File: config.mk
export PLATFORM = sky130hd
export DESIGN_NAME = pipelined_rca
export DESIGN_NICKNAME = d
export VERILOG_FILES = /design/src/rtl/rca_pkg.sv /design/src/rtl/full_adder.sv /design/src/rtl/rca_chunk.sv /design/src/rtl/pipelined_rca.sv
export SDC_FILE = /design/constraint.sdc
export NUM_CORES = 1
export LEC_CHECK = 0
export BUFFER_PORTS_ARGS = -buffer_cell sky130_fd_sc_hd__clkbuf_2
export CORE_MARGIN = 2
export CORE_UTILIZATION = 50
export DETAILED_ROUTE_END_ITERATION = 6
export PLACE_DENSITY = 0.76
export SLEW_MARGIN = 25
export SYNTH_ARGS = -nofsm -noshare
export SYNTH_HDL_FRONTEND = slang
export SYNTH_SLANG_ARGS = --single-unit
File: constraint.sdc
create_clock -name clk -period 3.41 [get_ports clk]
set_input_delay 0.341 -clock clk [delete_from_list [all_inputs] [get_ports clk]]
set_output_delay 0.341 -clock clk [all_outputs]
set_load 0.01 [all_outputs]
File: src/rtl/rca_pkg.sv
// Shared constants and helpers for the pipelined ripple-carry adder.
// Build option OVERFLOW_FLAG_EN adds a registered signed-overflow output.
package rca_pkg;

  function automatic bit stages_legal(input int unsigned n, input int unsigned stages);
    return (stages != 0) && (n != 0) && (n % stages == 0);
  endfunction

  function automatic int unsigned chunk_width(input int unsigned n, input int unsigned stages);
    return (stages == 0) ? n : n / stages;
  endfunction

  // Per-stage control record; data slices are sized per stage in the top module.
  typedef struct packed {
    logic valid;
    logic carry;
  } stage_ctl_t;

endpackage

File: src/rtl/full_adder.sv
// One-bit full adder cell.
module full_adder (
  input  logic a,
  input  logic b,
  input  logic cin,
  output logic sum,
  output logic cout
);

  assign sum  = a ^ b ^ cin;
  assign cout = (a & b) | (cin & (a ^ b));

endmodule

File: src/rtl/rca_chunk.sv
// W-bit combinational ripple-carry chain built from full_adder cells.
module rca_chunk #(
  parameter int unsigned W = 4
) (
  input  logic [W-1:0] a,
  input  logic [W-1:0] b,
  input  logic         cin,
  output logic [W-1:0] sum,
  output logic         cout
);

  logic [W:0] c;

  assign c[0] = cin;

  for (genvar i = 0; i < W; i++) begin : g_bit
    full_adder u_fa (
      .a   (a[i]),
      .b   (b[i]),
      .cin (c[i]),
      .sum (sum[i]),
      .cout(c[i+1])
    );
  end

  assign cout = c[W];

endmodule

File: src/rtl/pipelined_rca.sv
// Pipelined ripple-carry adder/subtractor, one W-bit chunk per stage, valid/ready handshake.
// Define OVERFLOW_FLAG_EN to add the registered signed-overflow output.
module pipelined_rca
  import rca_pkg::*;
#(
  parameter int unsigned N      = 8,
  parameter int unsigned STAGES = 2
) (
  input  logic         clk,
  input  logic         rst_n,
  input  logic         in_valid,
  output logic         in_ready,
  input  logic [N-1:0] a,
  input  logic [N-1:0] b,
  input  logic         cin,
  input  logic         sub,
  output logic         out_valid,
  input  logic         out_ready,
  output logic [N-1:0] sum,
`ifdef OVERFLOW_FLAG_EN
  output logic         overflow,
`endif
  output logic         carry
);

  localparam int unsigned W = chunk_width(N, STAGES);

  if (!stages_legal(N, STAGES)) begin : g_bad_cfg
    $error("pipelined_rca: N must be a nonzero multiple of STAGES");
  end

  logic         advance;
  logic [N-1:0] bp;

  // The whole pipe moves together; a stalled output freezes every stage.
  assign advance  = !out_valid || out_ready;
  assign in_ready = advance;
  assign bp       = sub ? ~b : b;

  for (genvar k = 0; k < STAGES; k++) begin : g_stage
    logic [W-1:0] ca, cb, cs;
    logic         ci, co, v_in;
    logic [N-1:0] s_base, s_d, s_q;
    stage_ctl_t   ctl_q;

    if (k == 0) begin : g_first
      assign ca     = a[W-1:0];
      assign cb     = bp[W-1:0];
      assign ci     = sub ? 1'b1 : cin;
      assign v_in   = in_valid;
      assign s_base = '0;
    end else begin : g_rest
      assign ca     = g_stage[k-1].g_pend.pa_q[W-1:0];
      assign cb     = g_stage[k-1].g_pend.pb_q[W-1:0];
      assign ci     = g_stage[k-1].ctl_q.carry;
      assign v_in   = g_stage[k-1].ctl_q.valid;
      assign s_base = g_stage[k-1].s_q;
    end

    rca_chunk #(.W(W)) u_chunk (
      .a   (ca),
      .b   (cb),
      .cin (ci),
      .sum (cs),
      .cout(co)
    );

    always_comb begin
      s_d           = s_base;
      s_d[k*W +: W] = cs;
    end

    always_ff @(posedge clk or negedge rst_n) begin
      if (!rst_n) begin
        ctl_q <= '0;
        s_q   <= '0;
      end else if (advance) begin
        ctl_q <= '{valid: v_in, carry: co};
        s_q   <= s_d;
      end
    end

    // Operand bits not yet consumed travel with the beat, low chunk first.
    if (k < STAGES - 1) begin : g_pend
      localparam int unsigned R = N - (k + 1) * W;
      logic [R-1:0] pa_d, pb_d, pa_q, pb_q;

      if (k == 0) begin : g_src_in
        assign pa_d = a[N-1:W];
        assign pb_d = bp[N-1:W];
      end else begin : g_src_pipe
        assign pa_d = g_stage[k-1].g_pend.pa_q[R+W-1:W];
        assign pb_d = g_stage[k-1].g_pend.pb_q[R+W-1:W];
      end

      always_ff @(posedge clk or negedge rst_n) begin
        if (!rst_n) begin
          pa_q <= '0;
          pb_q <= '0;
        end else if (advance) begin
          pa_q <= pa_d;
          pb_q <= pb_d;
        end
      end
    end

`ifdef OVERFLOW_FLAG_EN
    // The last chunk's operand MSBs are a[N-1] and b'[N-1].
    if (k == STAGES - 1) begin : g_ovf
      logic ovf_q;
      always_ff @(posedge clk or negedge rst_n) begin
        if (!rst_n) begin
          ovf_q <= 1'b0;
        end else if (advance) begin
          ovf_q <= (ca[W-1] == cb[W-1]) && (cs[W-1] != ca[W-1]);
        end
      end
    end
`endif
  end

  assign out_valid = g_stage[STAGES-1].ctl_q.valid;
  assign carry     = g_stage[STAGES-1].ctl_q.carry;
  assign sum       = g_stage[STAGES-1].s_q;
`ifdef OVERFLOW_FLAG_EN
  assign overflow  = g_stage[STAGES-1].g_ovf.ovf_q;
`endif

endmodule

Word level (Yosys, flattened, before mapping)
Index checks and enable logic that the tools add are counted.

Muxes and demuxes: 2. Reductions and logical operators: 2. Bitwise gates (word level): 41.

Operators with widths (count): AND 1 bit (16); bitwise XOR 1 bit (16); 2-to-1 mux 8 bit (1); inverter 8 bit (1); OR 1 bit (8); logical NOT 1 bit (1); logical OR 1 bit (1); 2-to-1 mux 1 bit (1).

Flip-flop bits (word level): 24. Logic and storage cells: 53. Output and inout port bits: 11.

Depth between registers and ports, before layout
Word-level depth: 11. Mapped depth: 8.

By module
Synthesis repeated with hierarchy kept, for this count alone.

Cells, all modules: 70. Area total of the unflattened synthesis: 1222.4 um^2.

By module, submodules not included: pipelined_rca (sequential area each 600.6 um^2, cells an instance 62, area each 1062.3 um^2, instances 1); full_adder (sequential area each 0.0 um^2, cells an instance 1, area each 20.0 um^2, instances 8).

Worst setup path before layout
OpenSTA, ideal clock, no wires.

Path kind: input -> register. From: input sub. To: register g_stage[0].s_q[3]. Path slack: 0.759 ns. Data required time: 3.285 ns. Cell stages on the path: 8. Path buffers: 1. Data arrival time: 2.526 ns. Cell sequence: buf_2 > xnor2_1 > fa_1 > fa_1 > fa_1 > inv_1 > fa_1 > mux2_4.

Longest elaborated chain between the ends: 9.

RTL lines: from (decl) (line pipelined_rca.sv:16) `input logic sub,`; 2-to-1 mux 8 bit (line pipelined_rca.sv:38) `assign bp = sub ? ~b : b;`; bitwise XOR 1 bit (line full_adder.sv:11) `assign cout = (a & b) | (cin & (a ^ b));`; AND 1 bit (line full_adder.sv:11); OR 1 bit (line full_adder.sv:11); AND 1 bit (line full_adder.sv:11); OR 1 bit (line full_adder.sv:11); AND 1 bit (line full_adder.sv:11); OR 1 bit (line full_adder.sv:11); bitwise XOR 1 bit * (line full_adder.sv:10) `assign sum = a ^ b ^ cin;`; net g_stage[0].u_chunk.g_bit[3].u_fa.sum (line full_adder.sv:6) `output logic sum,`; to (signal assigned) (line pipelined_rca.sv:76) `s_q <= '0;`; to (signal assigned) (line pipelined_rca.sv:79) `s_q <= s_d;`; to (decl) (line pipelined_rca.sv:43) `logic [N-1:0] s_base, s_d, s_q;`.

The timed path passes the listed nets; every way through them passes the cells marked *. A chain may end at the register's enable or synchronous reset.

Worst setup path after layout
Same ends and word-level chain as after synthesis.

==> flow_metrics.tcl <==
set metrics [dict create \
    hp-class "in2async" \
    grt.total_usage 0.1619 \
    rsz0062_at_grt "no" \
    syn-num-nets 117 \
    drive_above_1_share 0.4333 \
    ys.flop_type "dfrtp_1" \
    drt_wl_total_um 1996 \
    maxCapViolCount 0 \
    post-route-drc-count 0 \
    die_area_um2 2880 \
    cpLargestDelayFamily "adder cells" \
    max_slew.worst_pin.slew_ns 0.9124 \
    fmax_ghz 0.4095 \
    critical_path_arrival_ns 2.65 \
    muxShareOfSynthArea 0.1836 \
    crit_type "in2reg" \
    cp.required_ns 3.61 \
    ioPinCount 33 \
    power_uw 826.4 \
    async_flop_share 1.000 \
    grt_max_degree 25 \
    globalRoute.totalOverflow 0 \
    die_h_um 53.67 \
    layout_min_cycle_time_ns 2.442 \
    coreArea_um2 2276 \
    synth_compound_area_frac 0.02434 \
    die_w_um 53.67 \
    cts_tree "done" \
    setup-violations-final 0 \
    critical_path_buf_inv_count 2 \
    finalWeightedCongestion 0.7431 \
    ys_seq_area_frac 0.4868 \
    path_cells "clkbuf_2, xnor2_1, fa_1, fa_1, fa_1, inv_1, fa_1, mux2_4" \
    cts_resized 0 \
    synth_common_cells "dfrtp_1, inv_1, mux2_4" \
    post-route-period-util 0.7161 \
    start_util 0.5421 \
    num_rows 17 \
    htreeDepth 1 \
    postPlaceCellArea_um2 1393 \
    wire_per_inst_um 13.49 \
    synth.most_common_cell "dfrtp_1" \
    synth_top_family_by_area "multiplexers" \
    ys_ff_latch 24 \
    hpwlAfterDp_um 1506 \
    worstPathMaxFanout 9 \
    netlist_area_um2 1234 \
    ant_nets 0 \
    critPathLaunchType "primary input" \
    syn2layout_area_growth_pct 15.82 \
    dr.pass1.iters 2 \
    yosysUniqueCellTypes 16 \
    outcome "finished clean" \
    grtUsageMet3 0.03056 \
    critical_path.slowest_cell "fa_1" \
    cts_max_path_buffers 2 \
    whs_ns 0.003805 \
    max-slew-margin-rel 0.3917 \
    cts_made_buffers 3 \
    grtUsageMet1 0.2106 \
    slowest_delay_ns 0.42 \
    synth_edf_count 0 \
    drt_iter0_drc 3 \
    grt_first_pass_wirelength_um 3346 \
    ir_drop_mv 0.2873 \
    grt_pass1_vias 772 \
    cts_hold_buffers 0 \
    fin_worst_skew_ns 0.006649 \
    yosysTopAreaCell "dfrtp_1" \
    port-buffer-count 32 \
    yosys.area.top_type_share 0.4868 \
    synth_area_leaders "dfrtp_1, fa_1, mux2_4" \
    critPathCaptureType "register" \
    clk_latency_ns 0.31 \
    synthAdderAreaFrac 0.1298 \
    fin_nets 151 \
    clock-sinks 24 \
    antenna_found_initial 0 \
    fin_util 0.6278 \
    busiest_layer "met2" \
    synth_xor_area_frac 0.05680 \
    use_met2 0.2724 \
    diodes 0 \
    stdcell_area_um2 1429 \
    root_buffer "clkbuf_4" \
    leakagePower_uw 0.0007198 \
    yosys_warnings 0 \
    vias_per_cell 4.932 \
    maxSlewViolCount 0 \
    syn_inst 87 \
    synth-simple-area-share 0.04970 \
    path_clk_slew_ns 0.13 \
    tns_ns 0 \
    avgSynthCellArea_um2 14.18 \
    finalHoldViolCount 0 \
    p_per_area_nw_per_um2 578.4 \
    cts_setup_buffers 0 \
    vias 730 \
    path_common_cell "fa_1" \
]
==> flip-flops by register name (all words and copies together) (netlist names) <==
register / count
carry: 1
out_valid: 1
g_stage.s_q: 4
g_stage.g_pend.pb_q: 4
sum: 8
g_stage.ci: 1
g_stage.v_in: 1
g_stage.g_pend.pa_q: 4
==> cells by family after synthesis <==
group	after synthesis
flip-flops	24
multiplexers	17
buffers and inverters	15
AND/OR/NAND/NOR	9
XOR/XNOR	8
adder cells (fa/ha/maj)	8
AO/OA/AOI/OAI	6
==> per-stage QoR <==
step                      setup WS [ns]  instances
after floorplan                  0.7593         87
after global placement           0.6675        144
after detailed placement         0.6212        144
after CTS                        0.9630        148
after global routing             0.9047        148
final                            0.9680        148
==> cell type report <==
type                            count  area (um2)
Fill cell                         191       847.1
Sequential cell                    24       600.6
Multi-Input combinational cell     48       548.0
Timing Repair Buffer               33       167.7
Inverter                           11       41.29
Clock buffer                        4       36.28
Tap cell                           28       35.03
==> cell usage in the layout (no fill, tap or decap), types with 2 or more instances in the layout <==
master and n:
inv_1 11, a21oi_1 6, clkbuf_4 3, nor3b_1 6, xor2_1 3, dfrtp_1 24, mux2_4 10, mux2i_1 2
mux2_2 5, fa_1 8, xnor2_1 5, nand2b_1 2, clkbuf_2 32
==> power by group <==
group | switching [uW] | total [uW] | internal (uW)
sequential | 46.5 | 408 | 362
clock | 84.2 | 149 | 65.1
combinational | 120 | 269 | 149
==> per-layer routing <==
| layer | vias up | wire (um) |
|---|---|---|
| met2 | 22 | 955 |
| met5 | - | 0 |
| met1 | 366 | 932 |
| met3 | 0 | 109 |
| met4 | 0 | 0 |
| li1 | 342 | - |
==> worst paths after layout <==
check	slack (ns)	cells past startpoint	endpoint	startpoint
worst max register to register	1.27	8	sum[7]	g_stage[1].ci
worst min-delay path	0.004	1	sum[5]	rst_n
min in group clk	0.25	2	g_stage[0].g_pend.pa_q[2]	a[6]
max in group asynchronous	3.02	1	g_stage[0].g_pend.pa_q[0]	rst_n
worst max-delay path	0.97	8	g_stage[0].s_q[3]	sub
worst min register to register	0.50	1	out_valid	g_stage[1].v_in
(Power assumes the default switching activity.)
